===== src/rtl/adpll_lock_ctrl_if.sv =====
// Signal bundle between the ADPLL loop controller and its environment (PFD flags in, DCO word out).
// ADPLL_LOCK_CTRL_FREEZE_EN adds the freeze input to the bundle.
interface adpll_lock_ctrl_if #(
  parameter int CODE_W = 10
);
  logic              en;
  logic              flagu;
  logic              flagd;
`ifdef ADPLL_LOCK_CTRL_FREEZE_EN
  logic              freeze;
`endif
  logic [CODE_W-1:0] dco_code;
  logic              lock;
  logic [1:0]        state;

`ifdef ADPLL_LOCK_CTRL_FREEZE_EN
  modport master (output en, flagu, flagd, freeze, input dco_code, lock, state);
  modport slave  (input en, flagu, flagd, freeze, output dco_code, lock, state);
`else
  modport master (output en, flagu, flagd, input dco_code, lock, state);
  modport slave  (input en, flagu, flagd, output dco_code, lock, state);
`endif
endinterface


===== src/rtl/adpll_lock_ctrl.sv =====
// ADPLL loop controller: synchronises PFD flags, runs binary-search acquisition then +/-1 tracking.
// Optional ADPLL_LOCK_CTRL_FREEZE_EN: freeze input holds code and counters while LOCKED.
module adpll_lock_ctrl #(
  parameter int CODE_W     = 10,
  parameter int DIV_LOG2   = 2,
  parameter int LOCK_CNT   = 8,
  parameter int UNLOCK_RUN = 4
) (
  input  logic              clk,
  input  logic              rst,
  adpll_lock_ctrl_if.slave  bus
);

  localparam int TW = (DIV_LOG2 > 0) ? DIV_LOG2 : 1;
  localparam int RW = $clog2(LOCK_CNT + 1);
  localparam int UW = $clog2(UNLOCK_RUN + 1);
  localparam logic [TW-1:0]     TICK_MAX  = TW'((1 << DIV_LOG2) - 1);
  localparam logic [CODE_W-1:0] CODE_MID  = CODE_W'(1) << (CODE_W - 1);
  localparam logic [CODE_W-1:0] CODE_MAX  = '1;
  localparam logic [CODE_W-1:0] STEP_INIT = CODE_W'(1) << (CODE_W - 2);

  typedef enum logic [1:0] {
    ST_IDLE   = 2'd0,
    ST_SEARCH = 2'd1,
    ST_TRACK  = 2'd2,
    ST_LOCKED = 2'd3
  } state_t;

  state_t            state_q, state_d;
  logic [TW-1:0]     tick_cnt_q, tick_cnt_d;
  logic [CODE_W-1:0] code_q, code_d;
  logic [CODE_W-1:0] step_q, step_d;
  logic              lock_q, lock_d;
  logic [RW-1:0]     rev_cnt_q, rev_cnt_d;
  logic [UW-1:0]     run_cnt_q, run_cnt_d;
  logic              last_up_q, last_up_d;
  logic              last_valid_q, last_valid_d;
  logic              fu_s1_q, fu_s1_d, fu_s2_q, fu_s2_d;
  logic              fd_s1_q, fd_s1_d, fd_s2_q, fd_s2_d;

  logic              tick;
  logic              frz;
  logic              dir_up, dir_dn, step_any, is_rev;
  logic [CODE_W:0]   sum_w;
  logic [CODE_W-1:0] code_up, code_dn, code_step;
  logic [RW-1:0]     rev_inc;
  logic [UW-1:0]     run_inc;

`ifdef ADPLL_LOCK_CTRL_FREEZE_EN
  assign frz = bus.freeze;
`else
  assign frz = 1'b0;
`endif

  assign tick     = (tick_cnt_q == TICK_MAX);
  assign dir_up   = fu_s2_q & ~fd_s2_q;
  assign dir_dn   = fd_s2_q & ~fu_s2_q;
  assign step_any = dir_up | dir_dn;
  // A reversal needs a remembered previous direction; the first step after SEARCH start has none.
  assign is_rev   = step_any & last_valid_q & (dir_up != last_up_q);
  assign rev_inc  = rev_cnt_q + 1'b1;
  assign run_inc  = run_cnt_q + 1'b1;

  // Saturating add/subtract of the current step; the carry bit catches overflow past CODE_MAX.
  assign sum_w     = {1'b0, code_q} + {1'b0, step_q};
  assign code_up   = sum_w[CODE_W] ? CODE_MAX : sum_w[CODE_W-1:0];
  assign code_dn   = (step_q > code_q) ? '0 : (code_q - step_q);
  assign code_step = dir_up ? code_up : (dir_dn ? code_dn : code_q);

  always_comb begin
    tick_cnt_d   = tick ? '0 : (tick_cnt_q + 1'b1);
    fu_s1_d      = bus.flagu;
    fu_s2_d      = fu_s1_q;
    fd_s1_d      = bus.flagd;
    fd_s2_d      = fd_s1_q;
    state_d      = state_q;
    code_d       = code_q;
    step_d       = step_q;
    lock_d       = lock_q;
    rev_cnt_d    = rev_cnt_q;
    run_cnt_d    = run_cnt_q;
    last_up_d    = last_up_q;
    last_valid_d = last_valid_q;

    case (state_q)
      ST_IDLE: begin
        lock_d = 1'b0;
        if (tick && bus.en) begin
          state_d      = ST_SEARCH;
          code_d       = CODE_MID;
          step_d       = STEP_INIT;
          rev_cnt_d    = '0;
          run_cnt_d    = '0;
          last_valid_d = 1'b0;
        end
      end

      ST_SEARCH: begin
        if (tick) begin
          code_d = code_step;
          step_d = step_q >> 1;
          if (step_any) begin
            last_up_d    = dir_up;
            last_valid_d = 1'b1;
          end
          if (step_q == CODE_W'(1)) begin
            state_d   = ST_TRACK;
            step_d    = CODE_W'(1);
            rev_cnt_d = '0;
          end
        end
      end

      ST_TRACK: begin
        if (tick) begin
          code_d = code_step;
          if (step_any) begin
            last_up_d    = dir_up;
            last_valid_d = 1'b1;
            if (is_rev) begin
              rev_cnt_d = rev_inc;
              if (rev_inc == RW'(LOCK_CNT)) begin
                state_d   = ST_LOCKED;
                lock_d    = 1'b1;
                rev_cnt_d = '0;
                run_cnt_d = '0;
              end
            end else begin
              rev_cnt_d = '0;
            end
          end
        end
      end

      ST_LOCKED: begin
        if (tick && !frz) begin
          code_d = code_step;
          if (step_any) begin
            last_up_d    = dir_up;
            last_valid_d = 1'b1;
            if (is_rev) begin
              run_cnt_d = '0;
            end else begin
              run_cnt_d = run_inc;
              if (run_inc == UW'(UNLOCK_RUN)) begin
                state_d   = ST_TRACK;
                lock_d    = 1'b0;
                rev_cnt_d = '0;
                run_cnt_d = '0;
              end
            end
          end
        end
      end

      default: state_d = ST_IDLE;
    endcase

    // Dropping en wins over everything on any clk, not just ticks; the code word is frozen.
    if (!bus.en) begin
      state_d = ST_IDLE;
      lock_d  = 1'b0;
      code_d  = code_q;
    end
  end

  always_ff @(posedge clk or posedge rst) begin
    if (rst) begin
      state_q      <= ST_IDLE;
      tick_cnt_q   <= '0;
      code_q       <= CODE_MID;
      step_q       <= '0;
      lock_q       <= 1'b0;
      rev_cnt_q    <= '0;
      run_cnt_q    <= '0;
      last_up_q    <= 1'b0;
      last_valid_q <= 1'b0;
      fu_s1_q      <= 1'b0;
      fu_s2_q      <= 1'b0;
      fd_s1_q      <= 1'b0;
      fd_s2_q      <= 1'b0;
    end else begin
      state_q      <= state_d;
      tick_cnt_q   <= tick_cnt_d;
      code_q       <= code_d;
      step_q       <= step_d;
      lock_q       <= lock_d;
      rev_cnt_q    <= rev_cnt_d;
      run_cnt_q    <= run_cnt_d;
      last_up_q    <= last_up_d;
      last_valid_q <= last_valid_d;
      fu_s1_q      <= fu_s1_d;
      fu_s2_q      <= fu_s2_d;
      fd_s1_q      <= fd_s1_d;
      fd_s2_q      <= fd_s2_d;
    end
  end

  assign bus.dco_code = code_q;
  assign bus.lock     = lock_q;
  assign bus.state    = state_q;

endmodule

===== src/flat_wrapper.sv =====
// flat-port wrapper written by rule: the top's interface ports become plain ports
module adpll_lock_ctrl_flat 
#(
  parameter int CODE_W     = 10,
  parameter int DIV_LOG2   = 2,
  parameter int LOCK_CNT   = 8,
  parameter int UNLOCK_RUN = 4
)
  (clk, rst, bus_en, bus_flagu, bus_flagd, bus_dco_code, bus_lock, bus_state);
  adpll_lock_ctrl_if #(.CODE_W(CODE_W)) bus_i ();
  input  logic clk;
  input  logic rst;
  input wire logic [$bits(bus_i.en)-1:0] bus_en;
  input wire logic [$bits(bus_i.flagu)-1:0] bus_flagu;
  input wire logic [$bits(bus_i.flagd)-1:0] bus_flagd;
  output wire logic [$bits(bus_i.dco_code)-1:0] bus_dco_code;
  output wire logic [$bits(bus_i.lock)-1:0] bus_lock;
  output wire logic [$bits(bus_i.state)-1:0] bus_state;
  assign bus_i.en = bus_en;
  assign bus_i.flagu = bus_flagu;
  assign bus_i.flagd = bus_flagd;
  assign bus_dco_code = bus_i.dco_code;
  assign bus_lock = bus_i.lock;
  assign bus_state = bus_i.state;
  adpll_lock_ctrl #(.CODE_W(CODE_W), .DIV_LOG2(DIV_LOG2), .LOCK_CNT(LOCK_CNT), .UNLOCK_RUN(UNLOCK_RUN)) u_core (.clk(clk), .rst(rst), .bus(bus_i));
endmodule

===== config.mk =====
export PLATFORM = sky130hd
export DESIGN_NAME = adpll_lock_ctrl_flat
export DESIGN_NICKNAME = d
export VERILOG_FILES = /design/src/rtl/adpll_lock_ctrl_if.sv /design/src/rtl/adpll_lock_ctrl.sv /design/src/flat_wrapper.sv
export SDC_FILE = /design/constraint.sdc
export NUM_CORES = 1
export LEC_CHECK = 0
export BUFFER_PORTS_ARGS = -buffer_cell sky130_fd_sc_hd__buf_2
export CORE_ASPECT_RATIO = 1.4
export CORE_MARGIN = 1
export CORE_UTILIZATION = 57
export CTS_BUF_LIST = sky130_fd_sc_hd__clkbuf_4 sky130_fd_sc_hd__clkbuf_8
export CTS_CLUSTER_DIAMETER = 120
export CTS_CLUSTER_SIZE = 20
export DETAILED_ROUTE_END_ITERATION = 8
export GPL_TIMING_DRIVEN = 0
export HOLD_SLACK_MARGIN = 0.02
export PLACE_DENSITY = 0.88
export REMOVE_ABC_BUFFERS = 1
export SYNTH_ARGS = -nofsm -noshare
export SYNTH_HDL_FRONTEND = slang
export SYNTH_SLANG_ARGS = --single-unit

===== constraint.sdc =====
create_clock -name clk -period 2.2 [get_ports clk]
set_input_delay 0.33 -clock clk [delete_from_list [all_inputs] [get_ports clk]]
set_output_delay 0.33 -clock clk [all_outputs]
set_load 0.05 [all_outputs]

==> run_results.csv, run 1 <==
group,metric,value,unit
outcome,status,"complete, but fails checks",
outcome,violations,"negative setup slack",
clocking,cts_tree,"done",
place,place.gp.congestion,0.983,
sta,rsz0062_at_grt,"yes",
setup_path,criticalPathCategory,"flop to flop",
logic_synthesis,synth_cell_types,71,
power_and_ir_drop,leakage,1.57,nW
setup_path,path_buf_inv,1,
power_and_ir_drop,irDropWorstVdd,0.870,mV
setup_path,critPathCaptureType,"flop",
sta,max_freq,0.392,GHz
logic_synthesis,netlist_area,2980,µm²
logic_synthesis,synth_cells,336,
grt,grt_pass1_vias,2619,
setup_path,crit_path_top_delay_cell,"or4b_4",
logic_synthesis,postSynthAreaPerCell,8.87,µm²
min_path,worstHoldPathType,"input port to flop",
place,io_buffers,17,
grt,grt_overflow_total,0,
logic_synthesis,synth-seq-area-share,31.1,%
setup_path,critPathTopFamily,"simple AND/OR/NAND/NOR gates",
power_and_ir_drop,finalPower,0.00302,W
grt,grt_max_degree,38,
setup_path,start_kind,"flop",
floorplanning,num_rows,30,
clocking,cts_root_buf,"clkbuf_8",
sta,finalMaxSlewViolations,0,
clocking,clk_path_buf_depth,2,
detailed_routing,drt_wl_total,7760,µm
sta,fin_skew,0.0107,ns
clocking,clkSinkCount,37,
grt,grt_pass1_wl,12000,µm
sta,worst_slack,-0.349,ns
finish,seqCellArea,928,µm²
setup_path,crit_required,2.39,ns
detailed_routing,drc,0,
finish,finish.net_count,397,
setup_path,critPathArrivalTime,2.74,ns
detailed_routing,drtIter0Drc,282,
finish,multi_input_area,2050,µm²
detailed_routing,antenna_left,0,
floorplanning,io_pins,18,
logic_synthesis,yosys_warnings,0,
sta,hold_violations,0,
sta,setup_violations,10,
logic_synthesis,synth-edff-count,0,
setup_path,path_cells,"inv_1 -> ha_2 -> fa_2 -> nand2b_4 -> a21oi_4 -> or4b_4 -> and3_4 -> o41a_4 -> a32o_1",
flow_run,cap_viol_max_count,0,
setup_path,r2r-start,"u_core.bus.dco_code[0]$_DFFE_PP0P_",
finish,drive_above_1_share,27.1,%
clocking,ctsHtreeMaxLevel,2,
logic_synthesis,synth_flop_cell,"dfrtp_1",
clocking,clk_latency,0.29,ns
clocking,hold_buffers,0,
setup_path,crit_start,"u_core.bus.dco_code[0]$_DFFE_PP0P_",
logic_synthesis,ys_seq_elements,37,
detailed_routing,vias,2732,
detailed_routing,wire_per_inst,18.2,µm
finish,fillerInstances,352,
place,post-dp-hpwl,4780,µm
grt,grtUsageTotal,28.0,%
setup_path,rrSetupSlack,-0.35,ns
clocking,numCtsBuffers,5,
floorplanning,dieHeight,87.5,µm
floorplanning,core,4950,µm²
sta,period_share,116,%
finish,diodes,0,
setup_path,worstPathMaxFanout,8,
place,pre_cts_ws,-0.770,ns
clocking,clk_pin_slew,0.08,ns
min_path,worstHoldStart,"bus_flagd",
floorplanning,die_w,63.1,µm
sta,slew_headroom,46.5,%
floorplanning,die_area,5520,µm²
power_and_ir_drop,p_per_area,860,nW/µm²
sta,fin_crit,2.55,ns
detailed_routing,viasPerCell,6.41,
detailed_routing,dr.pass1.iters,5,
floorplanning,initial_core_util,60.1,%
setup_path,slowest_delay,0.49,ns
logic_synthesis,synth-async-reset-ratio,100,%
finish,syn_to_final_growth,17.9,%
sta,tightest_slew,0.801,ns
grt,antenna_found_initial,0,
area by class of cell:
cell class,instances,area share (%)
timing repair buffer,36,6.84
inverter,30,3.21
sequential,37,26.4
clock buffer,8,2.78
tap,64,2.28
multi-input combinational,251,58.5
sequential cells by signal (all words and copies together) (netlist names), 2 cells and up:
register and flops:
u_core.tick_cnt_q 2, u_core.step_q 9, u_core.bus.dco_code 10, u_core.bus.state 2, u_core.rev_cnt_q 4, u_core.run_cnt_q 3
timing repair:
item / CTS / global route
endpoints found under the setup margin: 20 / 20
setup buffers: 10 / 9
pin swaps: 6 / 11
gates cloned: 0 / 0
resized for setup: 27 / 23
synthesized netlist by cell type (2+ instances only):
cell type  count  area [µm²]
o21bai_1       2        15.0
nand2b_1       9        56.3
o21ai_0       20         100
a22o_1         3        26.3
a21oi_1       16        80.1
clkbuf_1       8        30.0
a211oi_1       5        37.5
o22ai_1        2        12.5
o21a_1         3        22.5
a21oi_2        2        17.5
xor2_1         5        43.8
a21bo_2        2        20.0
nor2_1        22        82.6
o31ai_1        4        30.0
o21ai_2        3        26.3
o2111ai_1      3        26.3
a31o_2         2        17.5
clkbuf_8       3        41.3
nor4b_1        2        17.5
xnor2_1        3        26.3
and2b_2        2        17.5
nor3_1         5        25.0
ha_1          29         363
buf_6          2        22.5
inv_1         30         113
a21boi_0       2        15.0
nor2b_1        6        37.5
clkbuf_2       2        10.0
nand4_1        4        25.0
nand2_1       33         124
fa_1           2        40.0
mux2i_1        5        50.1
dfrtp_1       36         901
a32o_1         7        70.1
nor4_1         2        12.5
nand3_1        9        45.0
a31oi_1        5        31.3
and3_1         2        12.5
nand3b_1       2        15.0
cell families (layout without fill, tap and decap cells):
kind of cell               Yosys count  in the layout  synth area share, %
muxes                                6              6                 2.06
and+or+nand+nor                    106            106                 18.1
AOI/OAI and AO/OA                  100            100                 24.9
adders and majority gates           31             31                 13.5
xor gates and xnor gates             8              8                 2.35
DFF                                 37             37                 31.1
buffers and inverters               48             74                 8.02
routing by layer:
metal  vias to the layer above  global-route usage (%)  wire, µm
met5                         -                       0         0
met4                         0                    15.2       303
met3                        31                    4.04       323
met2                       125                    53.0      4140
met1                      1315                    29.8      2990
li1                       1261                       -         -
path summary, 6_finish.rpt:
path                                                      endpoint  cells past startpoint
max in group asynchronous             u_core.step_q[1]$_DFFE_PP0P_                      2
worst max register to register  u_core.bus.dco_code[3]$_DFFE_PP0P_                      9
worst max-delay path            u_core.bus.dco_code[3]$_DFFE_PP0P_                      9
min in group asynchronous       u_core.bus.dco_code[1]$_DFFE_PP0P_                      2
worst min register to register            u_core.fu_s2_q$_DFF_PP0_                      0
worst min-delay path                      u_core.fd_s1_q$_DFF_PP0_                      1
metrics by stage:
stage	utilization [%]	cell area, µm²	std cells	hold slack, ns	setup TNS (ns)
2_1_floorplan	-	2850	318	0.331	-4.58
3_3_place_gp	60.9	3020	399	0.332	-8.00
3_5_place_dp	60.9	3020	399	0.336	-9.52
4_1_cts	66.9	3310	417	0.142	-2.82
5_1_grt	70.9	3510	426	0.138	-3.43
6_report	70.9	3510	426	0.144	-2.93
cells in the final DEF (no fill, tap or decap), types with 2 or more instances in the layout:
master,count
o21ai_2,4
ha_1,17
o21ai_1,2
xnor2_1,2
o21ai_0,17
o31ai_1,3
a22o_1,3
a31o_2,2
xor2_1,5
buf_4,18
a31oi_1,5
clkbuf_8,6
clkbuf_4,2
mux2i_1,5
and2b_2,2
nand2_1,33
ha_2,7
nand4_1,4
nor2b_1,5
a21bo_2,2
nand3_1,9
a21oi_4,2
o21bai_1,2
dfrtp_1,35
nand3b_1,2
o22ai_1,2
a211oi_1,5
fa_2,2
nor4b_1,2
buf_2,17
a32o_1,7
a21oi_2,4
a21oi_1,12
nor2_1,22
nor3_1,5
ha_4,5
o21a_1,3
inv_1,29
o2111ai_1,3
nand2b_1,7
where the power goes:
group	internal (W)	leakage (nW)	switching (W)	total, W
Clock	0.000281	0.0523	0.000252	0.000533
Combinational	0.000631	1.03	0.000987	0.00162
Sequential	0.000760	0.487	0.000107	0.000868
worst reg2reg max path, cell delays in order (launching register included):
cell,delay (ns)
dfrtp_1,0.40
inv_1,0.07
ha_2,0.20
fa_2,0.21
nand2b_4,0.14
a21oi_4,0.06
or4b_4,0.49
and3_4,0.19
o41a_4,0.41
a32o_1,0.27
Power figures use the tool's default switching activity.
==> run 2: changes to the inputs <==
CORE_UTILIZATION = 25   (was 57)
PLACE_DENSITY = 0.51   (was 0.88)
==> run 2 against run 1 <==
Compared with the run above:
- the run still ends with negative setup slack left
- critical path depth is 1 higher
- worst setup slack better by 0.021 ns
- non-clock buffer count is 5 higher
- hold slack worse by 0.0036 ns
- combinational power hardly changed
- largest cell class unchanged
- die area is 120% higher
- cell count is 20% higher
- highest routed layer unchanged
- via count is 5.6% lower
- clock skew is 0.0023 ns higher
- sequential cell count stayed put
- clock power hardly changed
==> run_results.csv, run 2 (same netlist as run 1, synthesis figures left out) <==
group,metric,value,unit
setup_path,critPathCaptureType,"flop",
setup_path,criticalPathCategory,"flop to flop",
outcome,status,"complete, but fails checks",
floorplanning,initial_core_util,26.0,%
finish,syn_to_final_growth,21.9,%
place,io_buffers,17,
floorplanning,die_w,94.3,µm
sta,max_freq,0.395,GHz
sta,worst_hold_slack,0.140,ns
sta,tightest_slew,0.833,ns
setup_path,crit_required,2.42,ns
detailed_routing,wire_per_inst,15.0,µm
finish,finalInstanceArea,3630,µm²
min_path,worstHoldPathType,"input port to flop",
floorplanning,die_area,12400,µm²
sta,finalMaxSlewViolations,0,
grt,grt_pass1_vias,2488,
finish,largest_reg_flops,10,
clocking,clkSinkCount,37,
finish,mostFrequentLayoutCell,"nand2_1",
sta,setup_violations,10,
sta,slew_headroom,44.4,%
grt,grtUsageTotal,12.3,%
detailed_routing,dr.pass1.iters,5,
power_and_ir_drop,irDropWorstVdd,0.596,mV
outcome,violations,"negative setup slack",
floorplanning,core,11500,µm²
power_and_ir_drop,finalPower,0.00301,W
sta,rsz0062_at_grt,"yes",
setup_path,worstPathMaxFanout,3,
detailed_routing,antenna_left,0,
finish,final_cell_mix,"33 x nand2_1, 32 x dfrtp_1, 28 x inv_1",
finish,drive_above_1_share,27.8,%
sta,period_share,115,%
place,post-dp-hpwl,5170,µm
clocking,numCtsBuffers,5,
detailed_routing,wl_met2,4000,µm
grt,grt_pass1_wl,12100,µm
power_and_ir_drop,leakage,1.59,nW
sta,setup-tns-final,-2.82,ns
place,place.gp.congestion,0.796,
clocking,ctsHtreeMaxLevel,2,
finish,utilization,31.7,%
sta,hold_violations,0,
detailed_routing,drtIter0Drc,110,
flow_run,cap_viol_max_count,0,
detailed_routing,highest_layer,"met4",
finish,diodes,0,
grt,antenna_found_initial,0,
detailed_routing,vias,2578,
detailed_routing,dr_wl_met3,208,µm
sta,worst_slack,-0.329,ns
sta,fin_crit,2.53,ns
floorplanning,dieHeight,131,µm
clocking,cts_root_buf,"clkbuf_8",
power_and_ir_drop,p_per_area,827,nW/µm²
clocking,clk_pin_slew,0.09,ns
clocking,clk_path_buf_depth,2,
finish,finish.net_count,402,
grt,grt_overflow_total,0,
clocking,cts_tree,"done",
clocking,clk_latency,0.30,ns
detailed_routing,viasPerCell,5.05,
detailed_routing,wl_met1,3300,µm
detailed_routing,drt_wl_total,7670,µm
place,placed_area,3120,µm²
setup_path,start_kind,"flop",
setup_path,critPathArrivalTime,2.75,ns
grt,grt_max_degree,38,
floorplanning,io_pins,18,
detailed_routing,drc,0,
sta,fin_skew,0.0130,ns
floorplanning,num_rows,46,
## run 2: where the power goes
group / switching, W / internal (W)
clock: 0.000265 / 0.000268
combinational: 0.000961 / 0.000649
sequential: 0.000102 / 0.000762
total: 0.00133 / 0.00168
## run 2: area by class of cell
cell class | instances | area, µm²
multi-input cells | 251 | 2030
clock buffers | 7 | 90.1
inverters | 30 | 113
flip-flops and latches | 37 | 932
clock inverters | 1 | 7.51
well taps | 144 | 180
repair buffers | 41 | 280
fillers | 1151 | 7820
## run 2: metal layers
layer	GRT usage, %	up-vias
li1	-	1264
met1	14.6	1248
met2	22.0	49
met3	1.91	17
met4	4.02	0
met5	0	-
## run 2: path summary, 6_finish.rpt
path / slack [ns] / startpoint / end / cells after the start
min in group asynchronous: 0.19 / rst / u_core.bus.dco_code[0]$_DFFE_PP0P_ / 2
max in group asynchronous: 1.43 / rst / u_core.step_q[7]$_DFFE_PP0P_ / 2
setup / recovery: -0.33 / u_core.bus.dco_code[0]$_DFFE_PP0P_ / u_core.bus.dco_code[6]$_DFFE_PP0P_ / 10
setup reg to reg: -0.33 / u_core.bus.dco_code[0]$_DFFE_PP0P_ / u_core.bus.dco_code[6]$_DFFE_PP0P_ / 10
hold reg to reg: 0.35 / u_core.fd_s1_q$_DFF_PP0_ / u_core.fd_s2_q$_DFF_PP0_ / 0
hold / removal: 0.14 / bus_flagd / u_core.fd_s1_q$_DFF_PP0_ / 1
## run 2: worst max-delay path, cell delays in order (launching register included)
cell and delay, ns:
dfrtp_1 0.41, buf_6 0.13, ha_4 0.15, fa_2 0.37
nor2b_4 0.15, o311ai_4 0.31, buf_6 0.17, a21oi_1 0.07
or3_2 0.43, nand4_1 0.10, a32o_1 0.17
## run 2: metrics by stage
stage	instances	worst slack (ns)
detailed placement	479	-0.880
global route	511	-0.378
finish	511	-0.329
global placement	479	-0.862
floorplan	318	-0.516
CTS	497	-0.395
## run 2: what timing repair did
item	CTS	global route
setup endpoints to repair	20	20
pin swaps	11	14
setup buffers	10	15
hold buffers	0	0
resized for setup	31	21
==> run 3: changes to the inputs <==
RECOVER_POWER = 50   (was unset)
==> run 3 against run 2 <==
Compared with the run above:
- the run ends with max-capacitance violations, max-slew violations, negative setup slack left
- clock power about the same
- via count is essentially flat
- combinational power is essentially flat
- routed wire length down 0.23%
- sequential share of layout area is essentially flat
- global-route usage stayed put
- non-clock buffer count unchanged
- sequential power barely moved
- cell count unchanged
- clock skew about the same
- critical path depth fell by 1
- highest routed layer unchanged
==> run_results.csv, run 3 (same netlist as run 1, synthesis figures left out) <==
group,metric,value,unit
finish,largest_reg_flops,10,
detailed_routing,antenna_left,0,
setup_path,path_buf_inv,1,
finish,final_cell_mix,"33 x nand2_1, 32 x dfrtp_1, 29 x inv_1",
sta,max_freq,0.396,GHz
sta,worst_slack,-0.328,ns
setup_path,critPathArrivalTime,2.72,ns
finish,drive_above_1_share,27.2,%
power_and_ir_drop,p_clk_share,17.7,%
sta,hold_violations,0,
grt,grt_max_degree,38,
power_and_ir_drop,leakage,1.59,nW
clocking,clk_path_buf_depth,2,
power_and_ir_drop,switching_share,44.1,%
sta,slew_headroom,-0.540,%
setup_path,cp_num_cells,9,
setup_path,path_cells,"inv_2 -> ha_4 -> fa_2 -> nand2b_4 -> a21oi_4 -> or4b_4 -> and3_4 -> o41a_4 -> a32o_1",
clocking,clk_pin_slew,0.09,ns
clocking,hold_buffers,0,
setup_path,worstPathMaxFanout,8,
outcome,status,"complete, but fails checks",
detailed_routing,vias,2580,
finish,syn_to_final_growth,21.8,%
power_and_ir_drop,power.switching,0.00133,W
floorplanning,dieHeight,131,µm
detailed_routing,wl_met1,3320,µm
clocking,cts_tree,"done",
detailed_routing,dr.pass1.iters,4,
sta,finalMaxSlewViolations,38,
clocking,numCtsBuffers,5,
sta,fin_skew,0.0132,ns
grt,grt_overflow_total,0,
detailed_routing,viasPerCell,5.05,
detailed_routing,wire_per_inst,15.0,µm
grt,grt_pass1_vias,2488,
finish,diodes,0,
min_path,worstHoldPathType,"input port to flop",
detailed_routing,drtIter0Drc,112,
power_and_ir_drop,intPower,0.00168,W
setup_path,start_kind,"flop",
floorplanning,die_w,94.3,µm
power_and_ir_drop,irDropWorstVdd,0.596,mV
flow_run,cap_viol_max_count,1,
setup_path,worstReg2RegEnd,"u_core.bus.dco_code[1]$_DFFE_PP0P_",
sta,rsz0062_at_grt,"yes",
clocking,ctsHtreeMaxLevel,2,
setup_path,rrSetupSlack,-0.33,ns
power_and_ir_drop,combPwrFrac,53.5,%
place,io_buffers,17,
sta,period_share,115,%
finish,finalInstanceArea,3630,µm²
outcome,violations,"max-capacitance violations, max-slew violations, negative setup slack",
setup_path,crit_required,2.39,ns
detailed_routing,drt_wl_total,7650,µm
grt,grt_pass1_wl,12100,µm
setup_path,crit_start,"u_core.bus.dco_code[0]$_DFFE_PP0P_",
floorplanning,initial_core_util,26.0,%
place,place.gp.congestion,0.796,
power_and_ir_drop,p_per_area,828,nW/µm²
power_and_ir_drop,seqPwrFrac,28.7,%
setup_path,crit_end,"u_core.bus.dco_code[1]$_DFFE_PP0P_",
clocking,clk_latency,0.30,ns
detailed_routing,highest_layer,"met4",
setup_path,r2r_cells,9,
setup_path,critPathTopFamily,"simple AND/OR/NAND/NOR gates",
setup_path,r2r-start,"u_core.bus.dco_code[0]$_DFFE_PP0P_",
setup_path,criticalPathCategory,"flop to flop",
sta,fin_crit,2.53,ns
sta,setup_violations,10,
setup_path,crit_path_top_delay_cell,"or4b_4",
setup_path,critPathCaptureType,"flop",
sta,worst_hold_slack,0.140,ns
detailed_routing,dr_wl_met3,182,µm
grt,grtUsageTotal,12.3,%
clocking,clkSinkCount,37,
sta,tightest_slew,1.51,ns
finish,mostFrequentLayoutCell,"nand2_1",
floorplanning,core,11500,µm²
detailed_routing,drc,0,
finish,finish.net_count,402,
place,pre_cts_ws,-0.880,ns
floorplanning,die_area,12400,µm²
floorplanning,num_rows,46,
setup_path,slowest_delay,0.50,ns
place,post-dp-hpwl,5170,µm
grt,antenna_found_initial,0,
clocking,cts_root_buf,"clkbuf_8",
floorplanning,io_pins,18,
place,placed_area,3120,µm²
detailed_routing,wl_met2,4000,µm
==> run 3: routing by layer <==
metal | vias up | global-route usage [%]
met1 | 1258 | 14.6
met2 | 41 | 22.0
li1 | 1264 | -
met4 | 0 | 4.02
met5 | - | 0
met3 | 17 | 1.91
==> run 3: per-stage QoR <==
| stage | cells | total power (W) | TNS (ns) | util [%] |
|---|---|---|---|---|
| floorplan | 318 | 0.00188 | -4.58 | - |
| global placement | 479 | 0.00216 | -10.49 | 27.2 |
| detailed placement | 479 | 0.00218 | -10.60 | 27.2 |
| CTS | 497 | 0.00292 | -3.63 | 30.0 |
| global route | 511 | 0.00320 | -3.33 | 31.7 |
| finish | 511 | 0.00300 | -2.82 | 31.7 |
==> run 3: worst min path at each step <==
| stage | startpoint | end | cells past startpoint |
|---|---|---|---|
| 2_1_floorplan | u_core.fd_s1_q$_DFF_PP0_ | u_core.fd_s2_q$_DFF_PP0_ | 0 |
| 3_3_place_gp | u_core.fd_s1_q$_DFF_PP0_ | u_core.fd_s2_q$_DFF_PP0_ | 0 |
| 5_1_grt | bus_flagd | u_core.fd_s1_q$_DFF_PP0_ | 1 |
| 3_5_place_dp | u_core.fd_s1_q$_DFF_PP0_ | u_core.fd_s2_q$_DFF_PP0_ | 0 |
| 6_report | bus_flagd | u_core.fd_s1_q$_DFF_PP0_ | 1 |
| 4_1_cts | bus_flagd | u_core.fd_s1_q$_DFF_PP0_ | 1 |
==> run 3: area by class of cell <==
type	instances	area [µm²]
inverter	30	113
clock buffer	7	90.1
timing repair buffer	41	280
clock inverter	1	7.51
tap	144	180
fill	1152	7820
sequential	37	932
multi-input combinational	251	2030
==> run 3: repair_timing <==
action,4_1_cts,5_1_grt
pin swaps,11,14
endpoints found under the setup margin,20,20
setup buffers,10,15
resized for setup,31,21
==> run 3: power by group through the flow <==
stage | combinational [W] | sequential [W] | clock, W
floorplan | 0.000893 | 0.000984 | 0
global placement | 0.00129 | 0.000867 | 0
detailed placement | 0.00131 | 0.000871 | 0
CTS | 0.00151 | 0.000859 | 0.000549
global route | 0.00175 | 0.000877 | 0.000571
finish | 0.00161 | 0.000863 | 0.000532
==> run 3: worst register-to-register path, stage by stage, from the launching register on <==
cell	delay (ns)
dfrtp_1	0.41
inv_2	0.07
ha_4	0.14
fa_2	0.21
nand2b_4	0.15
a21oi_4	0.06
or4b_4	0.50
and3_4	0.19
o41a_4	0.42
a32o_1	0.27
